File: config.mk
export PLATFORM = sky130hd
export DESIGN_NAME = ternary_popcount_acc
export DESIGN_NICKNAME = d
export VERILOG_FILES = /design/src/rtl/tpa_pkg.sv /design/src/rtl/tpa_popcount.sv /design/src/rtl/ternary_popcount_acc.sv
export SDC_FILE = /design/constraint.sdc
export NUM_CORES = 1
export LEC_CHECK = 0
export CELL_PAD_IN_SITES_DETAIL_PLACEMENT = 0
export CELL_PAD_IN_SITES_GLOBAL_PLACEMENT = 1
export CORE_MARGIN = 10
export CORE_UTILIZATION = 32
export DETAILED_ROUTE_END_ITERATION = 8
export GPL_ROUTABILITY_DRIVEN = 0
export HOLD_SLACK_MARGIN = 0.1
export PLACE_DENSITY = 0.69
export SETUP_SLACK_MARGIN = 0.4
export SLEW_MARGIN = 20
export SYNTH_ARGS = -nofsm -noshare
export SYNTH_HDL_FRONTEND = slang
export SYNTH_SLANG_ARGS = --single-unit
export TNS_END_PERCENT = 50
File: constraint.sdc
create_clock -name clk -period 16.8 [get_ports clk]
set_clock_uncertainty 0.1 [all_clocks]
set_input_delay 1.68 -clock clk [delete_from_list [all_inputs] [get_ports clk]]
set_output_delay 1.68 -clock clk [all_outputs]
set_load 0.02 [all_outputs]
File: src/rtl/tpa_pkg.sv
// Shared types and helpers for the ternary popcount accumulator: FSM states,
// width helpers, exact popcount and saturating signed add.
package tpa_pkg;

  typedef enum logic {
    IDLE,
    ACC
  } tpa_state_e;

  // Widest beat the popcount helper accepts.
  localparam int MAX_W = 256;

  function automatic int cw_of(input int w);
    return $clog2(w + 1);
  endfunction

  function automatic int aw_of(input int w, input int beats);
    return $clog2(w * beats + 1) + 1;
  endfunction

  function automatic int popcount(input logic [MAX_W-1:0] v);
    int c;
    c = 0;
    for (int i = 0; i < MAX_W; i++) c += int'(v[i]);
    return c;
  endfunction

  function automatic int sat_add(input int a, input int b, input int lim);
    int s;
    s = a + b;
    if (s > lim) return lim;
    if (s < -lim) return -lim;
    return s;
  endfunction

endpackage

File: src/rtl/tpa_popcount.sv
// W-input combinational bit counter. Defining TPA_APPROX_EN selects the
// pairwise approximate count (at most 1 below exact, never above).
module tpa_popcount
  import tpa_pkg::*;
#(
  parameter  int W  = 9,
  localparam int CW = cw_of(W)
) (
  input  logic [W-1:0]  bits_i,
  output logic [CW-1:0] cnt_o
);

`ifdef TPA_APPROX_EN
  localparam int PW = 2 * ((W + 1) / 2);

  logic [PW-1:0] pad;
  int            s_and;
  int            s_xor;
  int            approx;

  // NOTE: every variable driven here gets a value before any conditional use,
  // so no latch is inferred.
  always_comb begin
    pad    = PW'(bits_i);
    s_and  = 0;
    s_xor  = 0;
    for (int i = 0; i < PW; i += 2) begin
      s_and += int'(pad[i] & pad[i+1]);
      s_xor += int'(pad[i] ^ pad[i+1]);
    end
    // Pair LSBs are merged without their carry into bit 1.
    approx = 2 * (s_and + (s_xor >> 1));
    cnt_o  = approx[CW-1:0];
  end
`else
  int exact;

  always_comb begin
    exact = popcount(MAX_W'(bits_i));
    cnt_o = exact[CW-1:0];
  end
`endif

endmodule

File: src/rtl/ternary_popcount_acc.sv
// Streaming ternary neuron core: per-beat popcount(pos)-popcount(neg) summed
// over a frame, with saturation and threshold. TPA_APPROX_EN picks approx counts.
module ternary_popcount_acc
  import tpa_pkg::*;
#(
  parameter  int W        = 9,
  parameter  int MAXBEATS = 16,
  localparam int CW       = cw_of(W),
  localparam int AW       = aw_of(W, MAXBEATS)
) (
  input  logic                 clk,
  input  logic                 rst,
  input  logic                 in_valid,
  output logic                 in_ready,
  input  logic [W-1:0]         in_pos,
  input  logic [W-1:0]         in_neg,
  input  logic                 in_last,
  input  logic signed [AW-1:0] thr,
  output logic                 out_valid,
  input  logic                 out_ready,
  output logic signed [AW-1:0] out_sum,
  output logic                 out_act,
  output logic                 out_ovf
);

  localparam int BW  = $clog2(MAXBEATS + 1);
  localparam int LIM = W * MAXBEATS;

  logic [CW-1:0] cp_d, cn_d;

  tpa_popcount #(.W(W)) u_pop_pos (.bits_i(in_pos), .cnt_o(cp_d));
  tpa_popcount #(.W(W)) u_pop_neg (.bits_i(in_neg), .cnt_o(cn_d));

  logic                 s1_valid_q, s1_last_q, s1_first_q, first_q;
  logic [CW-1:0]        s1_cp_q, s1_cn_q;
  logic signed [AW-1:0] s1_thr_q, thr_frame_q, acc_q;
  tpa_state_e           state_q;
  logic [BW-1:0]        beats_q, beats_d;
  logic                 ovf_q, ovf_d;
  logic                 out_valid_q, out_act_q, out_ovf_q;
  logic signed [AW-1:0] out_sum_q;

  logic                 s1_advance, accept, s2_fire, starting;
  logic signed [AW-1:0] acc_d, thr_eff;
  int                   base_i, delta_i, acc_next_i;

  always_comb begin
    s1_advance = !(s1_valid_q && s1_last_q && out_valid_q && !out_ready);
    in_ready   = !s1_valid_q || s1_advance;
    accept     = in_valid && in_ready;
    s2_fire    = s1_valid_q && s1_advance;
    starting   = (state_q == IDLE);
    base_i     = starting ? 0 : int'(acc_q);
    delta_i    = int'(s1_cp_q) - int'(s1_cn_q);
    acc_next_i = sat_add(base_i, delta_i, LIM);
    acc_d      = acc_next_i[AW-1:0];
    thr_eff    = s1_first_q ? s1_thr_q : thr_frame_q;
    ovf_d      = !starting && (ovf_q || (beats_q == BW'(MAXBEATS)));
    if (starting)                       beats_d = BW'(1);
    else if (beats_q == BW'(MAXBEATS))  beats_d = beats_q;
    else                                beats_d = beats_q + BW'(1);
  end

  // NOTE: sequential state uses non-blocking assignments only; the reset is
  // synchronous, so it is simply the first branch inside the clocked block.
  always_ff @(posedge clk) begin
    if (rst) begin
      s1_valid_q  <= 1'b0;
      s1_last_q   <= 1'b0;
      s1_first_q  <= 1'b0;
      s1_cp_q     <= '0;
      s1_cn_q     <= '0;
      s1_thr_q    <= '0;
      first_q     <= 1'b1;
      state_q     <= IDLE;
      acc_q       <= '0;
      beats_q     <= '0;
      ovf_q       <= 1'b0;
      thr_frame_q <= '0;
      out_valid_q <= 1'b0;
      out_sum_q   <= '0;
      out_act_q   <= 1'b0;
      out_ovf_q   <= 1'b0;
    end else begin
      if (accept) begin
        s1_valid_q <= 1'b1;
        s1_cp_q    <= cp_d;
        s1_cn_q    <= cn_d;
        s1_last_q  <= in_last;
        s1_first_q <= first_q;
        first_q    <= in_last;
        if (first_q) s1_thr_q <= thr;
      end else if (s2_fire) begin
        s1_valid_q <= 1'b0;
      end

      if (out_ready) out_valid_q <= 1'b0;

      if (s2_fire) begin
        if (s1_last_q) begin
          state_q     <= IDLE;
          acc_q       <= acc_d;
          beats_q     <= '0;
          ovf_q       <= 1'b0;
          out_valid_q <= 1'b1;
          out_sum_q   <= acc_d;
          out_act_q   <= (acc_d >= thr_eff);
          out_ovf_q   <= ovf_d;
        end else begin
          state_q <= ACC;
          acc_q   <= acc_d;
          beats_q <= beats_d;
          ovf_q   <= ovf_d;
          if (s1_first_q) thr_frame_q <= s1_thr_q;
        end
      end
    end
  end

  assign out_valid = out_valid_q;
  assign out_sum   = out_sum_q;
  assign out_act   = out_act_q;
  assign out_ovf   = out_ovf_q;

endmodule

# --- Word level (Yosys, flattened, before mapping) ---
# Index checks and enable logic that the tools add are counted.
totals:
  register_bits: 58
  latchBits: 0
  mem_bits_rw: 0
  mem_bits_ro: 0
  out_inout_bits: 13
  memories: 0
classes:
  addsub: 19
  multipliers: 0
  n_div: 0
  magnitude_cmp: 3
  n_eq_ne: 2
  n_shift: 0
  mux: 19
  bitwise_logic: 1
  n_reduce_logical: 16
op_table:
  columns: ["cell", "n"]
  rows:
  - ["4-bit by 2-bit adder with 4-bit output", 14]
  - ["9-bit 2-to-1 mux", 4]
  - ["32-bit by 5-bit adder with 32-bit output", 1]
  - ["32-bit by 9-bit > comparator with 1-bit output, second input constant", 1]
  - ["32-bit by 9-bit less-than comparator with 1-bit output, second input constant", 1]
  - ["32-bit 2-to-1 mux", 1]
  - ["5-bit 2-to-1 mux", 3]
  - ["1-bit 2-to-1 mux", 10]
  - ["9-bit greater-or-equal comparator", 1]
  - ["8-bit 2-to-1 mux", 1]
  - ["2-bit AND reduction", 4]
  - ["1-bit logical AND", 6]
  - ["5-bit by 1-bit adder with 5-bit output, second input constant", 1]
  - ["5-bit equality test, second input constant", 1]
  - ["4-bit by 4-bit subtractor with 5-bit output", 1]
  - ["1-bit by 1-bit adder with 2-bit output", 2]
  - ["1-bit logical NOT", 3]
  - ["3-bit inequality test, second input constant", 1]
  - ["1-bit logical OR", 2]
  - ["2-bit nonzero test", 1]
  - ["1-bit NOT", 1]

# --- Depth between registers and ports, before layout ---
# Gate-level depths: netlist of run 1.
depth:
  depth_word: 8
  depth_mapped: 30
  depth_no_buf: 29

# --- Hierarchy ---
# A second synthesis of run 1 with hierarchy kept.
unflattened:
  cells_unflattened: 467
  hier_area_um2: 3932.5
modules_own_cells:
  columns: ["mod", "instances", "cells_each", "area_each_um2", "seq_area_each_um2"]
  rows:
  - ["ternary_popcount_acc", 1, 419, 3537.1, 1161.1]
  - ["tpa_popcount", 2, 24, 197.7, 0.0]

# --- Worst setup path before layout of run 1 ---
# OpenSTA, ideal clock, no wires.
synth_timing:
  path_kind: "flip-flop to flip-flop"
  startpoint: "reg s1_cp_q[0]"
  endpoint: "reg out_act_q (netlist: out_act)"
  arrival_ps: 6233
  t_required_ps: 16568
  setup_slack_ps: 10336
  path_stages_with_launch: 28
  synth_period_minus_slack_ps: 6464
  cell_sequence: "dfxtp_1 inv_1 ha_1 inv_1 fa_1 a21o_1 a21oi_1 ha_1 a21o_1 o31ai_1 nand2b_1 a21oi_1 inv_1 fa_1 or4b_4 a2111oi_4 nand3_2 a21oi_4 a21oi_2 nand2b_1 ha_1 nand2b_1 a21o_1 a21o_1 a211oi_1 o21bai_1 a31oi_1 o41ai_1"
synth_via:
  elab_chain_cells: 8
  word_cells_on_any_way: 12
synth_rtl:
  columns: ["element", "line", "rtl"]
  rows:
  - ["from (decl)", "ternary_popcount_acc.sv:35", "logic [CW-1:0] s1_cp_q, s1_cn_q;"]
  - ["from (signal assigned)", "ternary_popcount_acc.sv:87", "s1_cp_q <= cp_d;"]
  - ["4-bit by 4-bit subtractor with 5-bit output *", "ternary_popcount_acc.sv:54", "delta_i = int'(s1_cp_q) - int'(s1_cn_q);"]
  - ["32-bit by 5-bit adder with 32-bit output *", "tpa_pkg.sv:30", "s = a + b;"]
  - ["32-bit by 9-bit less-than comparator with 1-bit output / 32-bit by 9-bit > comparator with 1-bit output (equally long branches)", "tpa_pkg.sv:32, tpa_pkg.sv:31", null]
  - ["1-bit 2-to-1 mux / 8-bit 2-to-1 mux (equally long branches)", "tpa_pkg.sv:32, tpa_pkg.sv:31", null]
  - ["1-bit 2-to-1 mux / 9-bit 2-to-1 mux (equally long branches)", "tpa_pkg.sv:32", "if (s < -lim) return -lim;"]
  - ["9-bit 2-to-1 mux", "tpa_pkg.sv:33", "return s;"]
  - ["9-bit 2-to-1 mux *", "tpa_pkg.sv:32", null]
  - ["9-bit greater-or-equal comparator *", "ternary_popcount_acc.sv:107", "out_act_q <= (acc_d >= thr_eff);"]
  - ["to (signal assigned)", "ternary_popcount_acc.sv:107", null]
  - ["to (decl)", "ternary_popcount_acc.sv:40", "logic out_valid_q, out_act_q, out_ovf_q;"]
# Every way passes the cells marked *; elsewhere a longest branch is shown, timed or not. The select of a mux whose other input is x is not followed.
# A chain may end at the register's enable or synchronous reset.

# --- Worst setup path in the final report of run 1 ---
# Same ends and word-level chain as after synthesis.

==> reports/qor.yml, run 1 <==
rows: 41
cts_tree: "yes"
post_cts_buffers: 0
setup_tns_ns: 0
clk_pin_slew_worst_paths_ns: 0.05
antenna_found_initial: 0
grt_use_total_pct: 10.8
die_w_um: 134
io_pins: 45
wl_per_cell_um: 13.6
fin_crit_sh_pct: 43.5
fin_nets: 599
htreeDepth: 3
max-cap-violations: 0
reg2reg_to: "out_act$_SDFFE_PP0P_"
critical_path_required_ns: 16.88
worstSetupEndpointType: "register"
initial_core_util_pct: 32.7
clk_path_buf_depth: 2
worst_ep_arrival_time_ns: 7.39
worstMarginPinSlew_ns: 0.862
cts_root_buf: "clkbuf_16"
p_per_area_nw_per_um2: 113
hold_end: "acc_q[1]$_SDFFE_PP0P_"
drv_slew: 0
post-route-drc-count: 0
whs_path_depth: 2
reg2reg_from: "s1_cp_q[0]$_SDFFE_PP0P_"
setup_viol: 0
syn2layout_area_growth_pct: 21.4
crit_type: "reg -> reg"
synthesis.nets: 566
worstPathMaxFanout: 8
leakagePower_nw: 2.02
antenna_cells: 0
die-area_sq_um: 17800
hold_viol_final: 0
grt_pass1_vias: 3329
vias: 3300
fmax_mhz: 137
grt_pass1_wl_um: 16200
regArea_sq_um: 1160
grt-ovfl-total: 0
worstSetupStartpointType: "register"
dp_hpwl_um: 7300
synth-edff-count: 0
clkSinkCount: 58
hold_buffers: 0
ant_nets: 0
final_layout_size_suffix_gt1_share_pct: 7.17
synth.distinct_cells: 66
cts_resized: 0
layout_min_cycle_time_ns: 7.31
r2r_setup_slack_ns: 9.49
yosys_warnings: 0
avgSynthCellArea_sq_um: 8.64
fp.coreArea_sq_um: 12600
async_flop_share_pct: 0
ys_ff_latch: 58
seq_area_frac_synth_pct: 28.1
peakVddDrop_mv: 0.0622
ys.flop_type: "dfxtp_1"
syn_area_sq_um: 4130
worst_hold_startpoint: "acc_q[1]$_SDFFE_PP0P_"
hold_class: "reg -> reg"
grt_start_max_net_pins: 64
synth_cells: 478
finalPower_mw: 0.566
viasPerCell: 4.80
multi_input_area_sq_um: 2680
first_pass_iters: 4
drt_wl_total_um: 9380
die_h_um: 134
port_buffers: 44
status: "completed"
n_fill_cell: 1298
max-slew-margin-rel_pct: 42.5
r2r.worst_path.cells: 27
rsz0062_at_grt: "no"
numCtsBuffers: 9
insertion_delay_ns: 0.33
drt_iter0_markers: 148
cell families (layout without fill, tap and decap cells):
logic type	after synthesis	after routing	synth area share (%)
AND/OR/NAND/NOR	155	155	18.9
AO/OA/AOI/OAI	111	111	20.2
flip-flops	58	58	28.1
multiplexers	10	10	2.46
XOR/XNOR	12	12	2.55
adder cells (fa/ha/maj)	56	56	20.6
buffers and inverters	76	114	7.09
through the flow:
step	worst slack (ns)	cell area (sq um)	std cells	util [%]	hold slack (ns)
finish	9.49	5010	688	39.7	0.349
global placement	9.81	4690	672	37.2	0.335
floorplan	10.34	4130	478	-	0.327
CTS	9.48	5010	688	39.7	0.352
detailed placement	9.53	4690	672	37.2	0.345
global route	9.00	5010	688	39.7	0.375
cells in the final DEF, fill, tap and decap left out, drive strengths merged, types with 2 or more instances in the layout:
master         instances
clkdlybuf4s50         43
a2111oi                2
mux2i                  9
o31ai                  4
dfxtp                 58
or2                    2
o31a                   2
fa                    20
nand2b                 9
nor2b                  4
nand4                  7
a311oi                 3
nand4b                 2
a21oi                 38
clkinvlp               2
and2                  11
ha                    36
clkinv                 4
and3                   3
a21o                  10
a22oi                  5
a31oi                  2
bufinv                 2
nor2                  46
xnor2                  5
nand3                  3
nor3b                  2
clkbuf                 9
a211oi                19
nor3                   6
xor2                   7
nand3b                 9
inv                   53
nor4b                  3
o41ai                  6
o211ai                 2
nand2                 44
o21ai                  8
where the power goes:
group | internal (mW) | leakage, nW | switching (mW) | total, mW
sequential | 0.146 | 0.474 | 0.00621 | 0.153
clock | 0.129 | 0.151 | 0.0650 | 0.194
combinational | 0.0890 | 1.40 | 0.130 | 0.219
cells in the mapped netlist, types with 10 or more instances:
master	n	area share (%)
dfxtp_1	58	28
nand2_1	44	4.0
inv_1	51	4.6
a21oi_1	35	4.2
ha_1	36	11
nor2_1	46	4.2
a21o_1	10	1.8
a211oi_1	18	3.3
fa_1	20	9.7
and2_1	11	1.7
clkbuf_1	15	1.4
critical path, stage by stage (launching register included):
cell	delay, ns
dfxtp_1	0.31
inv_1	0.06
ha_1	0.14
inv_1	0.06
fa_1	0.40
a21o_1	0.17
a21oi_1	0.68
ha_1	0.43
a21o_1	0.26
o31ai_1	0.42
nand2b_1	0.16
a21oi_1	0.35
inv_1	0.12
fa_1	0.57
or4b_4	0.47
a2111oi_4	0.39
nand3_2	0.15
a21oi_4	0.25
a21oi_2	0.11
nand2b_1	0.18
ha_1	0.28
nand2b_1	0.15
a21o_1	0.18
a21o_1	0.17
a211oi_1	0.23
o21bai_1	0.10
a31oi_1	0.18
o41ai_1	0.09
final cells by class:
type / count / area share, %
multi-input cells: 344 / 53.4
well taps: 172 / 4.29
clock inverters: 7 / 1.87
inverters: 54 / 4.04
clock buffers: 9 / 4.49
repair buffers: 44 / 8.74
flip-flops and latches: 58 / 23.2
how the worst max path moves through the flow:
stage                           end                     from  slack, ns
6_report       out_act$_SDFFE_PP0P_  s1_cp_q[0]$_SDFFE_PP0P_       9.49
4_1_cts        out_act$_SDFFE_PP0P_  s1_cp_q[0]$_SDFFE_PP0P_       9.48
3_3_place_gp   out_act$_SDFFE_PP0P_  s1_cp_q[0]$_SDFFE_PP0P_       9.81
5_1_grt        out_act$_SDFFE_PP0P_  s1_cp_q[0]$_SDFFE_PP0P_       9.00
3_5_place_dp   out_act$_SDFFE_PP0P_  s1_cp_q[0]$_SDFFE_PP0P_       9.53
2_1_floorplan  out_act$_SDFFE_PP0P_  s1_cp_q[0]$_SDFFE_PP0P_      10.34
state kept, by name (all words and copies together), names as in the netlist:
| name | cells |
|---|---|
| s1_thr_q | 9 |
| s1_cp_q | 4 |
| beats_q | 5 |
| s1_cn_q | 4 |
| out_act | 1 |
| first_q | 1 |
| s1_first_q | 1 |
| out_valid | 1 |
| acc_q | 9 |
| out_ovf | 1 |
| s1_last_q | 1 |
| state_q | 1 |
| s1_valid_q | 1 |
| ovf_q | 1 |
| out_sum | 9 |
| thr_frame_q | 9 |
per-layer routing:
metal / track usage, % / routed length [um]
met5: 0 / 0
met4: 3.26 / 99
met3: 3.01 / 308
met2: 17.0 / 4310
met1: 14.0 / 4660
No activity file was read; power rests on OpenSTA's default activity.
==> inputs of run 2 (changes only) <==
- PLACE_DENSITY: 0.69 -> 0.72
- clock period: 16.8 -> 6.65 ns (I/O delays scaled with it)
==> reports/qor.yml, run 2 (synthesis results as in run 1) <==
pwr-share-clk_pct: 34.6
grt_use_total_pct: 10.8
clkSinkCount: 58
fin_crit_sh_pct: 89.5
viasPerCell: 4.87
power_frac_comb_pct: 40.8
post-route-drc-count: 0
numCtsBuffers: 9
syn2layout_area_growth_pct: 27.7
die_w_um: 134
grt_pass1_wl_um: 16200
first_pass_iters: 4
clk_path_buf_depth: 2
worst_hold_startpoint: "acc_q[0]$_SDFFE_PP0P_"
peakVddDrop_mv: 0.126
grt_pass1_vias: 3442
port_buffers: 44
p_int_mw: 1.01
max-cap-violations: 0
fmax_mhz: 168
switchingPower_mw: 0.554
vias: 3412
worstPathMaxFanout: 3
final_cell_mix: "dfxtp_1 (58), inv_1 (51), nor2_1 (46)"
setup_tns_ns: 0
layout.cells.non_filler: 700
hold_buffers: 0
crit_path_start: "s1_cp_q[0]$_SDFFE_PP0P_"
dp_hpwl_um: 7400
drv_slew: 0
reg2reg_from: "s1_cp_q[0]$_SDFFE_PP0P_"
rsz0062_at_grt: "no"
initial_core_util_pct: 32.7
worstSetupEndpointType: "register"
hold_class: "reg -> reg"
antenna_found_initial: 0
drt_wl_total_um: 9710
leakagePower_nw: 2.11
p_per_area_nw_per_um2: 296
grt_start_max_net_pins: 64
setup_viol: 0
critical_path_required_ns: 6.74
layout_min_cycle_time_ns: 5.95
fp.coreArea_sq_um: 12600
drt_iter0_markers: 171
crit_type: "reg -> reg"
die-area_sq_um: 17800
dpl.cell_count: 677
insertion_delay_ns: 0.33
n_fill_cell: 1271
regArea_sq_um: 1160
worstSetupStartpointType: "register"
die_h_um: 134
cts_tree: "yes"
max-slew-margin-rel_pct: 57.0
antenna_cells: 0
rows: 41
fin_nets: 611
clk_pin_slew_worst_paths_ns: 0.05
wl_per_cell_um: 13.9
ant_nets: 0
worst_ep_arrival_time_ns: 6.03
final_layout_size_suffix_gt1_share_pct: 12.3
grt-ovfl-total: 0
swShare_pct: 35.5
htreeDepth: 3
hold_viol_final: 0
status: "completed"
cts_root_buf: "clkbuf_16"
power_frac_seq_pct: 24.6
worstMarginPinSlew_ns: 0.642
io_pins: 45
layout_commonest_cell: "dfxtp_1"
multi_input_area_sq_um: 2810
run 2: cell count changes in the layout (fill, tap and decap cells not counted), moves of 2 or more:
cell and delta:
a21oi_1 -4, fa_2 +3, ha_1 -4, clkinvlp_4 -2, fa_1 -3, a21oi_2 +3, clkinv_4 +2, buf_4 +11
clkinv_2 -2, ha_4 +3
run 2: what timing repair did:
item                       in CTS  in global routing
gates resized for setup         5                 18
setup endpoints to repair       1                  1
pin swaps                       0                 11
buffers inserted                0                  7
run 2: worst max-delay path: stages, from the launching register on:
cell       delay, ns
dfxtp_1         0.31
inv_1           0.05
ha_1            0.13
inv_1           0.06
fa_2            0.54
inv_1           0.06
fa_1            0.45
nand2b_4        0.17
a211oi_4        0.33
o31ai_4         0.10
nand2b_1        0.13
a21oi_2         0.08
buf_4           0.14
fa_1            0.49
or4b_4          0.54
a2111oi_4       0.26
nand3_2         0.15
a21oi_4         0.17
a21oi_2         0.05
nand2b_1        0.15
ha_1            0.26
nand2b_1        0.14
a21o_1          0.17
a21o_1          0.17
a211oi_1        0.24
o21bai_1        0.10
a31oi_1         0.18
o41ai_1         0.09
run 2: final cells by class:
type	instances	share of cell area, %
repair buffers	56	10.1
clock inverters	7	2.37
clock buffers	9	4.27
multi-input cells	344	53.3
inverters	54	3.84
flip-flops and latches	58	22.0
well taps	172	4.08
run 2: path summary, 6_finish.rpt:
path / to / slack (ns) / depth (start not counted)
max: out_act$_SDFFE_PP0P_ / 0.70 / 27
min: acc_q[0]$_SDFFE_PP0P_ / 0.35 / 2
max reg2reg: out_act$_SDFFE_PP0P_ / 0.70 / 27
min reg2reg: acc_q[0]$_SDFFE_PP0P_ / 0.35 / 2
run 2: through the flow:
step / instance area (sq um) / setup WS (ns) / power [mW] / utilization [%] / hold slack, ns
4_1_cts: 5120 / 0.435 / 1.52 / 40.6 / 0.355
6_report: 5270 / 0.701 / 1.56 / 41.8 / 0.353
5_1_grt: 5270 / 0.382 / 1.67 / 41.8 / 0.374
3_5_place_dp: 4740 / 0.279 / 0.963 / 37.5 / 0.345
2_1_floorplan: 4140 / 0.475 / 0.821 / - / 0.327
3_3_place_gp: 4740 / 0.447 / 0.952 / 37.5 / 0.336
run 2: layer usage:
layer  track usage [%]  vias to the layer above  share of wire [%]
li1                  -                     1748                  -
met1              13.7                     1612                 47
met2              17.6                       44                 48
met3              2.67                        8                3.4
met4              3.33                        0                1.0
met5                 0                        -                  0
run 2: power groups by stage:
stage	Combinational (mW)	Clock [mW]	Sequential (mW)
6_report	0.637	0.540	0.385
5_1_grt	0.720	0.563	0.388
4_1_cts	0.584	0.550	0.385
3_5_place_dp	0.571	0	0.392
3_3_place_gp	0.561	0	0.391
2_1_floorplan	0.433	0	0.388
==> inputs of run 3 (changes only) <==
- CTS_CLUSTER_DIAMETER: default -> 120
==> results of run 3 <==
Same layout as run 2: the final DEF is identical, and so are final timing and power.
